==> src/rtl/palette_lut.sv <==
// Palette lookup: 4-bit sprite index + palette select -> 12-bit RGB, runtime writable, transparency flag.
// Latency: 2 cycles from pix_valid_in to pix_valid_out, one lookup per cycle, never stalls.
// Backpressure: none on lookups; writes accepted only when wr_ready=1 (after the default-load INIT walk).
//
// Ports: clk/rst (sync active-high); pix_valid_in/pix_idx/pal_sel -> pix_valid_out/rgb_out/transp_out;
//        wr_en/wr_pal/wr_idx/wr_data with wr_ready; frame_tick/flash_req drive the hit flash.
// Optional feature: define PALETTE_FLASH_EN to build the hit-flash counter.
module palette_lut #(
  parameter int                IDX_W        = 4,
  parameter int                RGB_W        = 12,
  parameter int                NUM_PAL      = 2,
  parameter int                PAL_W        = 1,
  parameter int                TRANSP_IDX   = 0,
  parameter logic [RGB_W-1:0]  ERR_COLOR    = RGB_W'(12'hF0F),
  parameter int                FLASH_FRAMES = 8
) (
  input  logic             clk,
  input  logic             rst,
  input  logic             pix_valid_in,
  input  logic [IDX_W-1:0] pix_idx,
  input  logic [PAL_W-1:0] pal_sel,
  output logic             pix_valid_out,
  output logic [RGB_W-1:0] rgb_out,
  output logic             transp_out,
  input  logic             wr_en,
  input  logic [PAL_W-1:0] wr_pal,
  input  logic [IDX_W-1:0] wr_idx,
  input  logic [RGB_W-1:0] wr_data,
  output logic             wr_ready,
  input  logic             frame_tick,
  input  logic             flash_req
);

  localparam int ENTRIES = 2 ** IDX_W;
  localparam int DEPTH   = NUM_PAL * ENTRIES;
  localparam int AW      = (DEPTH > 1) ? $clog2(DEPTH) : 1;

  typedef enum logic {ST_INIT, ST_RUN} state_e;

  state_e          state_q, state_d;
  logic [AW-1:0]   init_cnt_q, init_cnt_d;
  logic [RGB_W-1:0] mem_q [DEPTH];

  function automatic logic [AW-1:0] entry_addr(input int pal, input int idx);
    return AW'(pal * ENTRIES + idx);
  endfunction

  // Power-up colours; palette 1 only differs in entries 1 and 2.
  function automatic logic [RGB_W-1:0] default_color(input int addr);
    int pal;
    int idx;
    logic [RGB_W-1:0] c;
    pal = addr / ENTRIES;
    idx = addr % ENTRIES;
    c   = ERR_COLOR;
    case (idx)
      0: c = RGB_W'(12'h000);
      1: c = (pal == 1) ? RGB_W'(12'h8DF) : RGB_W'(12'hD42);
      2: c = (pal == 1) ? RGB_W'(12'h009) : RGB_W'(12'h921);
      3: c = RGB_W'(12'hFF9);
      4: c = RGB_W'(12'h210);
      5: c = RGB_W'(12'h778);
      6: c = RGB_W'(12'h6B4);
      7: c = RGB_W'(12'hDD0);
      8: c = RGB_W'(12'hFFF);
      default: c = ERR_COLOR;
    endcase
    return c;
  endfunction

  // ---------------- INIT / RUN control ----------------
  always_comb begin
    state_d    = state_q;
    init_cnt_d = init_cnt_q;
    case (state_q)
      ST_INIT: begin
        init_cnt_d = init_cnt_q + AW'(1);
        if (init_cnt_q == AW'(DEPTH - 1)) begin
          state_d    = ST_RUN;
          init_cnt_d = '0;
        end
      end
      ST_RUN:  state_d = ST_RUN;
      default: state_d = ST_INIT;
    endcase
  end

  always_ff @(posedge clk) begin
    if (rst) begin
      state_q    <= ST_INIT;
      init_cnt_q <= '0;
    end else begin
      state_q    <= state_d;
      init_cnt_q <= init_cnt_d;
    end
  end

  assign wr_ready = (state_q == ST_RUN);

  // ---------------- palette storage ----------------
  logic wr_acc;
  assign wr_acc = wr_en && wr_ready && (int'(wr_pal) < NUM_PAL);

  always_ff @(posedge clk) begin
    if (!rst) begin
      if (state_q == ST_INIT) begin
        mem_q[init_cnt_q] <= default_color(int'(init_cnt_q));
      end else if (wr_acc) begin
        mem_q[entry_addr(int'(wr_pal), int'(wr_idx))] <= wr_data;
      end
    end
  end

  // The RAM is read in the request cycle, so a write landing on the same edge is
  // not yet visible (old data); any later request sees the new colour.
  logic             req_pal_ok;
  logic [RGB_W-1:0] rd_dat;
  assign req_pal_ok = (int'(pal_sel) < NUM_PAL);
  assign rd_dat     = req_pal_ok ? mem_q[entry_addr(int'(pal_sel), int'(pix_idx))] : '0;

  // ---------------- stage 1 ----------------
  logic             s1_vld_q, s1_vld_d;
  logic [IDX_W-1:0] s1_idx_q;
  logic             s1_pal_ok_q;
  logic [RGB_W-1:0] s1_dat_q;

  // Lookups are only honoured once the defaults are loaded.
  assign s1_vld_d = pix_valid_in && wr_ready;

  always_ff @(posedge clk) begin
    if (rst) begin
      s1_vld_q    <= 1'b0;
      s1_idx_q    <= '0;
      s1_pal_ok_q <= 1'b0;
      s1_dat_q    <= '0;
    end else begin
      s1_vld_q    <= s1_vld_d;
      s1_idx_q    <= pix_idx;
      s1_pal_ok_q <= req_pal_ok;
      s1_dat_q    <= rd_dat;
    end
  end

  // ---------------- hit flash ----------------
  logic flash_on;
`ifdef PALETTE_FLASH_EN
  localparam int FW = $clog2(FLASH_FRAMES + 1);
  logic [FW-1:0] flash_cnt_q, flash_cnt_d;

  always_comb begin
    flash_cnt_d = flash_cnt_q;
    if (flash_req && wr_ready) begin
      flash_cnt_d = FW'(FLASH_FRAMES);
    end else if (frame_tick && (flash_cnt_q != '0)) begin
      flash_cnt_d = flash_cnt_q - FW'(1);
    end
  end

  always_ff @(posedge clk) begin
    if (rst) flash_cnt_q <= '0;
    else     flash_cnt_q <= flash_cnt_d;
  end

  // Odd count implies non-zero: white on alternating frames.
  assign flash_on = flash_cnt_q[0];
`else
  logic unused_flash;
  assign unused_flash = ^{flash_req, frame_tick, (FLASH_FRAMES > 0)};
  assign flash_on     = 1'b0;
`endif

  // ---------------- stage 2 / outputs ----------------
  logic             vld_q, vld_d;
  logic [RGB_W-1:0] rgb_q, rgb_d;
  logic             transp_q, transp_d;

  always_comb begin
    vld_d    = s1_vld_q;
    rgb_d    = '0;
    transp_d = 1'b0;
    if (s1_vld_q) begin
      if (s1_idx_q == IDX_W'(TRANSP_IDX)) transp_d = 1'b1;
      else if (flash_on)                  rgb_d    = {RGB_W{1'b1}};
      else if (!s1_pal_ok_q)              rgb_d    = ERR_COLOR;
      else                                rgb_d    = s1_dat_q;
    end
  end

  always_ff @(posedge clk) begin
    if (rst) begin
      vld_q    <= 1'b0;
      rgb_q    <= '0;
      transp_q <= 1'b0;
    end else begin
      vld_q    <= vld_d;
      rgb_q    <= rgb_d;
      transp_q <= transp_d;
    end
  end

  assign pix_valid_out = vld_q;
  assign rgb_out       = rgb_q;
  assign transp_out    = transp_q;

endmodule

==> config.mk <==
export PLATFORM = sky130hd
export DESIGN_NAME = palette_lut
export DESIGN_NICKNAME = d
export VERILOG_FILES = /design/src/rtl/palette_lut.sv
export SDC_FILE = /design/constraint.sdc
export NUM_CORES = 1
export LEC_CHECK = 0
export CORE_MARGIN = 10
export CORE_UTILIZATION = 45
export DETAILED_ROUTE_END_ITERATION = 10
export PLACE_DENSITY_LB_ADDON = 0.12
export SLEW_MARGIN = 20
export SYNTH_ARGS = -nofsm -noshare
export SYNTH_HDL_FRONTEND = slang
export SYNTH_SLANG_ARGS = --single-unit
export TNS_END_PERCENT = 50
==> constraint.sdc <==
create_clock -name clk -period 4.25 [get_ports clk]
set_clock_uncertainty 0.2 [all_clocks]
set_input_delay 0.6375 -clock clk [delete_from_list [all_inputs] [get_ports clk]]
set_output_delay 0.6375 -clock clk [all_outputs]
set_load 0.02 [all_outputs]
==> flow_metrics.env, run 1 <==
export IMPL_r2r_start="wr_ready$_SDFF_PP0_"
export IMPL_reg2reg_depth=5
export IMPL_critPathMaxStageDelay_ps=770
export IMPL_grt_busiest_layer="met2"
export IMPL_clk_latency_ps=550
export IMPL_holdPathStages=2
export IMPL_tritoncts="yes"
export IMPL_path_clk_slew_ps=60
export IMPL_portBuffers=40
export IMPL_cp_cell_sequence="nand3b_1 > mux2i_1 > o21ai_0 > nor2_1 > buf_4"
export IMPL_power_switching_mw=1.95
export IMPL_final_max_slew_violation_count=0
export IMPL_leakage_nw=6.44
export IMPL_ys_seq_elements=422
export IMPL_htree_levels=2
export IMPL_postLayoutCellArea_um2=19100
export IMPL_netlist_area_um2=16700
export IMPL_cts_sinks=422
export IMPL_coreArea_um2=36600
export IMPL_drt_vias_per_instance=5.76
export IMPL_synth_distinct_cells=46
export IMPL_grt_start_max_net_pins=51
export IMPL_relSlewSlack=0.385
export IMPL_grt_pass1_wl_mm=55.8
export IMPL_avgSynthCellArea_um2=19.4
export IMPL_ys_warn_count=0
export IMPL_syn_to_final_growth_pct=14.5
export IMPL_rows=70
export IMPL_r2r_end="mem_q[0][2]$_DFFE_PP_"
export IMPL_cp_depth=5
export IMPL_routed_wirelength_mm=37.3
export IMPL_grt_pass1_vias=8843
export IMPL_dieArea_um2=45200
export IMPL_met3_usage=0.0343
export IMPL_layout_common_cells="384 x edfxtp_1, 59 x nor2_1, 55 x mux2i_1, 55 x buf_4, 51 x mux4_2"
export IMPL_io_pins=43
export IMPL_post_cts_buffers=0
export IMPL_grt_usage=0.168
export IMPL_slowest_stage="dfxtp_1"
export IMPL_p_int_mw=7.03
export IMPL_hp_start="s1_dat_q[11]$_SDFF_PP0_"
export IMPL_seqPwrFrac=0.530
export IMPL_fill_cells=2875
export IMPL_maxCapViolCount=0
export IMPL_hp_class="reg -> reg"
export IMPL_rrSetupSlack_ps=1020
export IMPL_use_met1=0.212
export IMPL_layout_commonest_cell="edfxtp_1"
export IMPL_p_per_area_nw_per_um2=470
export IMPL_grt_setup_unrepaired="false"
export IMPL_initial_core_util=0.456
export IMPL_crit_type="reg -> reg"
export IMPL_drc_errors=0
export IMPL_crit_family="simple AND/OR/NAND/NOR gates"
export IMPL_switching_share=0.217
export IMPL_hold_viol=0
export IMPL_dp_hpwl_mm=23.4
export IMPL_drtAntennaViolNets=0
export IMPL_fp_dieW_um=213
export IMPL_cts_resized_gates=0
export IMPL_peakVddDrop_mv=0.335
export IMPL_ctsRootBufferMaster="clkbuf_16"
export IMPL_drtIter0Drc=586
export IMPL_pwr_share_comb=0.076
export IMPL_start_kind="register"
export IMPL_fmax_mhz=309
export IMPL_grtUsageMet2=0.290
export IMPL_synth_top_area_frac=0.691
export IMPL_nets=984
export IMPL_period_needed_ps=3230
export IMPL_clkPwrFrac=0.394
export IMPL_worstPathMaxFanout=15
export IMPL_setup_tns_ps=0
export IMPL_fin_cells=1448
export IMPL_ys_seq_area_frac=0.736
export IMPL_arrival_ps=3250
export IMPL_overflow=0
export IMPL_synth_top_area_cell="edfxtp_1"
export IMPL_n_antenna_cell=0
export IMPL_crit_required_ps=4270
export IMPL_gp_congestion=0.827
export IMPL_dieHeight_um=213
export IMPL_fin_crit_sh=0.761
export IMPL_crit_start="wr_ready$_SDFF_PP0_"
export IMPL_antenna_found_initial=0
export IMPL_synth_fp_nets=892
export IMPL_dpl_cell_count=1374
export IMPL_holdPathEnd="rgb_out[11]$_SDFF_PP0_"
export IMPL_setup_viol=0
export IMPL_numCtsBuffers=43
export IMPL_placed_cell_area_um2=17800
export IMPL_drive_gt1_frac=0.194
export IMPL_cp_buffers_inverters=1
export IMPL_yosys_top_cells_area="edfxtp_1 69%, mux4_2 6.9%, mux4_1 5.2%"
export IMPL_worst_pin_slew_ps=923
export IMPL_status="complete, no violations"
export IMPL_dr_pass1_iters=5
export IMPL_via_count=8334
export IMPL_clock_path_buffers=3
export IMPL_post_drt_wl_per_cell_um=25.7
export IMPL_setup_worst_path_end_class="register"
export IMPL_synth_cells=859
export IMPL_hold_buffers=0
## state kept, by name, summed over array words and instances, names as in the netlist
register       count
init_cnt_q         5
mem_q            384
pix_valid_out      1
rgb_out           12
s1_dat_q          12
s1_idx_q           4
s1_pal_ok_q        1
s1_vld_q           1
transp_out         1
wr_ready           1
## Yosys cell counts (all sizes together)
cell type	instances
o21a	1
o2111ai	5
or4	1
a31oi	21
buf	36
o211ai	1
o31ai	1
a221o	12
inv	15
or2	1
nor3	4
ha	5
and3	6
dfxtp	38
a221oi	8
and2	2
nor4	1
nor2b	7
clkbuf	13
mux4	84
edfxtp	384
nand4	2
a41oi	1
nand3b	3
a21o	2
o21ai	20
nand2	28
nand3	2
mux2	3
mux2i	55
nand2b	8
a22oi	12
a21oi	15
nor3b	2
nor2	60
## kinds of logic after synthesis
kind of cell    count (synthesis)  share of synthesized area
compound gates                 99                     0.0424
buf+inv                        64                     0.0271
flops                         422                      0.736
mux                           142                      0.156
simple gates                  127                     0.0350
fa+ha+maj                       5                    0.00375
## power by group through the flow
stage | clock, mW | combinational [mW] | sequential, mW
2_1_floorplan | 0 | 0.393 | 4.85
3_3_place_gp | 0 | 0.664 | 4.84
3_5_place_dp | 0 | 0.701 | 4.85
4_1_cts | 3.61 | 0.701 | 4.76
5_1_grt | 3.79 | 0.738 | 4.76
6_report | 3.54 | 0.685 | 4.76
## per-stage QoR
stage | setup slack [ps] | hold slack, ps | power [mW] | util
6_report | 1020 | 246 | 8.98 | 0.522
5_1_grt | 834 | 262 | 9.29 | 0.522
4_1_cts | 1060 | 247 | 9.07 | 0.522
3_5_place_dp | 599 | 233 | 5.55 | 0.486
3_3_place_gp | 684 | 239 | 5.51 | 0.486
2_1_floorplan | 824 | 211 | 5.24 | -
## layout make-up
class	instances	area (µm²)	share of cell area
flip-flops and latches	422	12300	0.643
multi-input cells	373	4020	0.210
clock buffers	56	1190	0.0621
repair buffers	96	848	0.0444
well taps	468	586	0.0306
clock inverters	18	138	0.00720
inverters	15	56.3	0.00294
## how the worst max path moves through the flow
stage | to | slack [ps]
global placement | mem_q[0][0]$_DFFE_PP_ | 680
global route | mem_q[0][2]$_DFFE_PP_ | 830
CTS | mem_q[0][0]$_DFFE_PP_ | 1060
floorplan | mem_q[0][4]$_DFFE_PP_ | 820
finish | mem_q[0][2]$_DFFE_PP_ | 1020
detailed placement | mem_q[0][0]$_DFFE_PP_ | 600
## worst register-to-register path, delay by kind of cell (launching register included)
| family | cells | cell delay, ps |
|---|---|---|
| AOI/OAI and AO/OA | 1 | 340 |
| muxes | 1 | 510 |
| DFF | 1 | 770 |
| buffers and inverters | 1 | 270 |
| and+or+nand+nor | 2 | 820 |
## metal layers
layer / vias up / share of wire
met4: 0 / 0.017
met2: 235 / 0.51
li1: 3702 / -
met1: 4344 / 0.42
met5: - / 0
met3: 53 / 0.060
No activity file was read; power rests on OpenSTA's default activity.
==> run 2: changes to the inputs <==
- clock period: 4.25 -> 3.3 ns (I/O delays scaled with it)
==> run 2 against run 1 <==
Non-clock buffer count rose by 7. Count of clock-buffer cells in the layout did not move. Cell area rose by 1.3%. Cell count rose by 0.62%. Sequential power rose by 29%. Clock power rose by 39%. Wire length fell by 1.3%. Hold slack improved by 0.90 ps. Sequential share of layout area fell by 0.82 points. Setup slack got worse by 610 ps. Global-route usage fell by 0.19 points. Largest power group unchanged.
==> flow_metrics.env, run 2 (synthesis results as in run 1) <==
export IMPL_status="complete, no violations"
export IMPL_numCtsBuffers=43
export IMPL_largest_register_ffs=384
export IMPL_use_met1=0.220
export IMPL_setup_worst_path_end_class="register"
export IMPL_postLayoutCellArea_um2=19400
export IMPL_ctsRootBufferMaster="clkbuf_16"
export IMPL_drtIter0Drc=655
export IMPL_fin_crit_sh=0.876
export IMPL_clock_path_buffers=3
export IMPL_n_antenna_cell=0
export IMPL_peakVddDrop_mv=0.435
export IMPL_antenna_found_initial=0
export IMPL_fill_cells=2904
export IMPL_leakage_nw=6.57
export IMPL_io_pins=43
export IMPL_drive_gt1_frac=0.206
export IMPL_post_drt_wl_per_cell_um=25.2
export IMPL_slowest_stage="mux2_2"
export IMPL_tritoncts="yes"
export IMPL_final_max_slew_violation_count=0
export IMPL_grt_start_max_net_pins=42
export IMPL_gp_congestion=0.908
export IMPL_dieHeight_um=213
export IMPL_cp_cell_sequence="ha_1 > nor4_1 > buf_4 > o21ai_0 > nand4_1 > mux2_2"
export IMPL_drt_vias_per_instance=5.69
export IMPL_syn_to_final_growth_pct=16.0
export IMPL_initial_core_util=0.456
export IMPL_portBuffers=40
export IMPL_setup_viol=0
export IMPL_utilization=0.529
export IMPL_clk_latency_ps=550
export IMPL_coreArea_um2=36600
export IMPL_grtUsageMet2=0.277
export IMPL_critPathMaxStageDelay_ps=550
export IMPL_grt_usage=0.166
export IMPL_cts_sinks=422
export IMPL_dr_pass1_iters=5
export IMPL_dieArea_um2=45200
export IMPL_grt_pass1_wl_mm=55.5
export IMPL_power_mw=11.9
export IMPL_overflow=0
export IMPL_placed_cell_area_um2=17900
export IMPL_fmax_mhz=346
export IMPL_finalWorstSetupSlack_ps=408
export IMPL_dp_hpwl_mm=23.3
export IMPL_drc_errors=0
export IMPL_setup_tns_ps=0
export IMPL_routed_wirelength_mm=36.8
export IMPL_cts_resized_gates=0
export IMPL_worst_pin_slew_ps=842
export IMPL_worstPathMaxFanout=32
export IMPL_drtAntennaViolNets=0
export IMPL_p_per_area_nw_per_um2=617
export IMPL_layout_commonest_cell="edfxtp_1"
export IMPL_period_needed_ps=2890
export IMPL_crit_type="reg -> reg"
export IMPL_dpl_cell_count=1381
export IMPL_nets=991
export IMPL_hold_buffers=0
export IMPL_hold_viol=0
export IMPL_start_kind="register"
export IMPL_fp_dieW_um=213
export IMPL_via_count=8284
export IMPL_maxCapViolCount=0
export IMPL_regMostFlops="mem_q"
export IMPL_relSlewSlack=0.437
export IMPL_rows=70
export IMPL_grt_setup_unrepaired="false"
export IMPL_post_cts_buffers=0
export IMPL_whs_ps=247
export IMPL_arrival_ps=2860
export IMPL_grt_busiest_layer="met2"
export IMPL_layout_common_cells="384 x edfxtp_1, 59 x nor2_1, 57 x buf_4"
export IMPL_pre_cts_ws_ps=178
export IMPL_met3_usage=0.0306
export IMPL_path_clk_slew_ps=60
export IMPL_crit_required_ps=3270
export IMPL_grt_pass1_vias=8732
export IMPL_htree_levels=2
export IMPL_hp_class="reg -> reg"
export IMPL_fin_cells=1457
run 2: worst max-delay path, delay by kind of cell, from the launching register on:
family,cells,cell delay [ps]
flip-flops,1,490
AO/OA/AOI/OAI,1,390
multiplexers,1,550
buffers and inverters,1,170
AND/OR/NAND/NOR,2,280
adder cells (fa/ha/maj),1,410
run 2: report_power, final:
part | switching [mW] | internal [mW] | total, mW
clock | 1.94 | 2.99 | 4.93
combinational | 0.601 | 0.288 | 0.889
sequential | 0.0235 | 6.11 | 6.13
run 2: path summary, 6_finish.rpt:
kind | start | to | slack (ps) | cells after the start
worst max register to register | init_cnt_q[1]$_SDFFE_PP0N_ | mem_q[0][11]$_DFFE_PP_ | 410 | 6
worst min register to register | s1_dat_q[0]$_SDFF_PP0_ | rgb_out[0]$_SDFF_PP0_ | 250 | 2
worst max-delay path | init_cnt_q[1]$_SDFFE_PP0N_ | mem_q[0][11]$_DFFE_PP_ | 410 | 6
worst min-delay path | s1_dat_q[0]$_SDFF_PP0_ | rgb_out[0]$_SDFF_PP0_ | 250 | 2
run 2: layout make-up:
class | count | area, µm² | area share
flip-flops and latches | 422 | 12300 | 0.635
clock buffers | 56 | 1250 | 0.0647
multi-input cells | 373 | 4020 | 0.207
inverters | 15 | 56.3 | 0.00291
clock inverters | 20 | 206 | 0.0107
well taps | 468 | 586 | 0.0302
repair buffers | 103 | 963 | 0.0497
run 2: layer usage:
| layer | vias to the layer above | part of all wire |
|---|---|---|
| met4 | 0 | 0.018 |
| met1 | 4318 | 0.43 |
| met2 | 208 | 0.50 |
| met3 | 50 | 0.051 |
| met5 | - | 0 |
| li1 | 3708 | - |
==> run 3: changes to the inputs <==
- CORE_MARGIN: 10 -> 5
==> run 3 against run 2 <==
Hold slack worse by 6.4 ps. Cell area increased by 0.18%. Wire length fell by 1.7%. Via count up 0.35%. Combinational power grew 1%. Global-route usage grew 1.1 points. Die area down 9.2%. Critical endpoint is now mem_q[17][11]$_DFFE_PP_. Critical path type unchanged. Sequential share of layout area is 0.11 points lower. Highest routed layer unchanged. Sequential power about the same. First-iteration DRC count is 9.8% higher. Register-to-register slack gained 30 ps.
==> flow_metrics.env, run 3 (synthesis results as in run 1) <==
export IMPL_leakage_nw=6.59
export IMPL_fp_dieW_um=203
export IMPL_clkPwrFrac=0.406
export IMPL_dieHeight_um=203
export IMPL_setup_viol=0
export IMPL_gp_congestion=0.834
export IMPL_fill_cells=2873
export IMPL_final_max_slew_violation_count=0
export IMPL_maxCapViolCount=0
export IMPL_status="complete, no violations"
export IMPL_critPathMaxStageDelay_ps=710
export IMPL_rrSetupSlack_ps=430
export IMPL_cts_sinks=422
export IMPL_numCtsBuffers=43
export IMPL_initial_core_util=0.456
export IMPL_via_count=8313
export IMPL_power_switching_mw=2.49
export IMPL_grt_pass1_vias=8625
export IMPL_cts_resized_gates=0
export IMPL_crit_family="multiplexers"
export IMPL_antenna_found_initial=0
export IMPL_cp_cell_sequence="inv_1 > ha_1 > nor4_1 > buf_4 > o21ai_0 > nand4_1 > mux2_2"
export IMPL_setup_worst_path_end_class="register"
export IMPL_seqPwrFrac=0.518
export IMPL_fin_crit_sh=0.869
export IMPL_overflow=0
export IMPL_htree_levels=2
export IMPL_dp_hpwl_mm=23.2
export IMPL_path_clk_slew_ps=60
export IMPL_crit_type="reg -> reg"
export IMPL_cp_buffers_inverters=2
export IMPL_n_antenna_cell=0
export IMPL_coreArea_um2=36600
export IMPL_portBuffers=40
export IMPL_worst_pin_slew_ps=812
export IMPL_p_per_area_nw_per_um2=610
export IMPL_layout_commonest_cell="edfxtp_1"
export IMPL_post_drt_wl_per_cell_um=24.7
export IMPL_post_cts_buffers=0
export IMPL_largest_register_ffs=384
export IMPL_multi_input_area_um2=4020
export IMPL_peakVddDrop_mv=0.452
export IMPL_regMostFlops="mem_q"
export IMPL_pwr_share_comb=0.076
export IMPL_regArea_um2=12300
export IMPL_dr_pass1_iters=5
export IMPL_start_kind="register"
export IMPL_pre_cts_ws_ps=205
export IMPL_layout_common_cells="384 x edfxtp_1, 63 x buf_4, 59 x nor2_1"
export IMPL_tritoncts="yes"
export IMPL_relSlewSlack=0.458
export IMPL_fmax_mhz=349
export IMPL_grt_setup_unrepaired="false"
export IMPL_io_pins=43
export IMPL_grt_start_max_net_pins=54
export IMPL_syn_to_final_growth_pct=16.2
export IMPL_hold_buffers=0
export IMPL_nets=999
export IMPL_grt_usage=0.177
export IMPL_dieArea_um2=41100
export IMPL_period_needed_ps=2870
export IMPL_clk_latency_ps=530
export IMPL_ctsRootBufferMaster="clkbuf_16"
export IMPL_hp_class="reg -> reg"
export IMPL_routed_wirelength_mm=36.2
export IMPL_drc_errors=0
export IMPL_slowest_stage="mux2_2"
export IMPL_hold_viol=0
export IMPL_grt_pass1_wl_mm=54.2
export IMPL_worstPathMaxFanout=32
export IMPL_drtAntennaViolNets=0
export IMPL_drtIter0Drc=719
export IMPL_finalWorstSetupSlack_ps=434
export IMPL_p_int_mw=9.35
export IMPL_clock_path_buffers=3
export IMPL_rows=70
export IMPL_setup_tns_ps=0
export IMPL_drive_gt1_frac=0.207
export IMPL_arrival_ps=2880
export IMPL_switching_share=0.210
export IMPL_drt_vias_per_instance=5.68
export IMPL_crit_required_ps=3320
-- run 3: cell types whose count changed in the layout (fill, tap and decap cells not counted), sizes merged --
| cell | before | now |
|---|---|---|
| buf | 66 | 74 |
| bufinv | 4 | 6 |
| clkbuf | 56 | 55 |
| clkinv | 14 | 13 |
| inv | 16 | 15 |
-- run 3: worst register-to-register path, cell delays in order (launching register included) --
cell     delay (ps)
dfxtp_1         460
inv_1           100
ha_1            290
nor4_1          270
buf_4           180
o21ai_0         160
nand4_1         180
mux2_2          710
-- run 3: power groups by stage --
| stage | logic [mW] | clock network [mW] | registers [mW] |
|---|---|---|---|
| after floorplan | 0.506 | 0 | 6.24 |
| after global placement | 0.887 | 0 | 6.24 |
| after detailed placement | 0.924 | 0 | 6.24 |
| after CTS | 0.927 | 4.93 | 6.13 |
| after global routing | 0.978 | 5.16 | 6.13 |
| final | 0.900 | 4.81 | 6.13 |
-- run 3: per-stage QoR --
| stage | power [mW] | instances | hold slack [ps] | instance area [µm²] | util |
|---|---|---|---|---|---|
| after global routing | 12.3 | 1464 | 260 | 19400 | 0.530 |
| after global placement | 7.13 | 1389 | 231 | 18000 | 0.492 |
| final | 11.8 | 1464 | 240 | 19400 | 0.530 |
| after floorplan | 6.75 | 859 | 211 | 16700 | - |
| after detailed placement | 7.17 | 1389 | 229 | 18000 | 0.492 |
| after CTS | 12.0 | 1464 | 240 | 19400 | 0.530 |
-- run 3: metal layers --
metal  global-route usage  part of all wire  vias up
li1                     -                 -     3731
met2                0.302              0.50      200
met3               0.0280             0.047       63
met5                    0                 0        -
met4               0.0507             0.026        0
met1                0.240              0.42     4319
-- run 3: worst paths after layout --
path / to / depth (start not counted) / startpoint
worst max register to register: mem_q[17][11]$_DFFE_PP_ / 7 / init_cnt_q[0]$_SDFFE_PP0N_
worst min-delay path: rgb_out[10]$_SDFF_PP0_ / 2 / s1_dat_q[10]$_SDFF_PP0_
worst min register to register: rgb_out[10]$_SDFF_PP0_ / 2 / s1_dat_q[10]$_SDFF_PP0_
worst max-delay path: mem_q[17][11]$_DFFE_PP_ / 7 / init_cnt_q[0]$_SDFFE_PP0N_
-- run 3: layout make-up --
class | count | area share
clock buffers | 55 | 0.0600
clock inverters | 20 | 0.0126
inverters | 15 | 0.00290
multi-input cells | 373 | 0.207
flip-flops and latches | 422 | 0.633
well taps | 468 | 0.0302
repair buffers | 111 | 0.0540
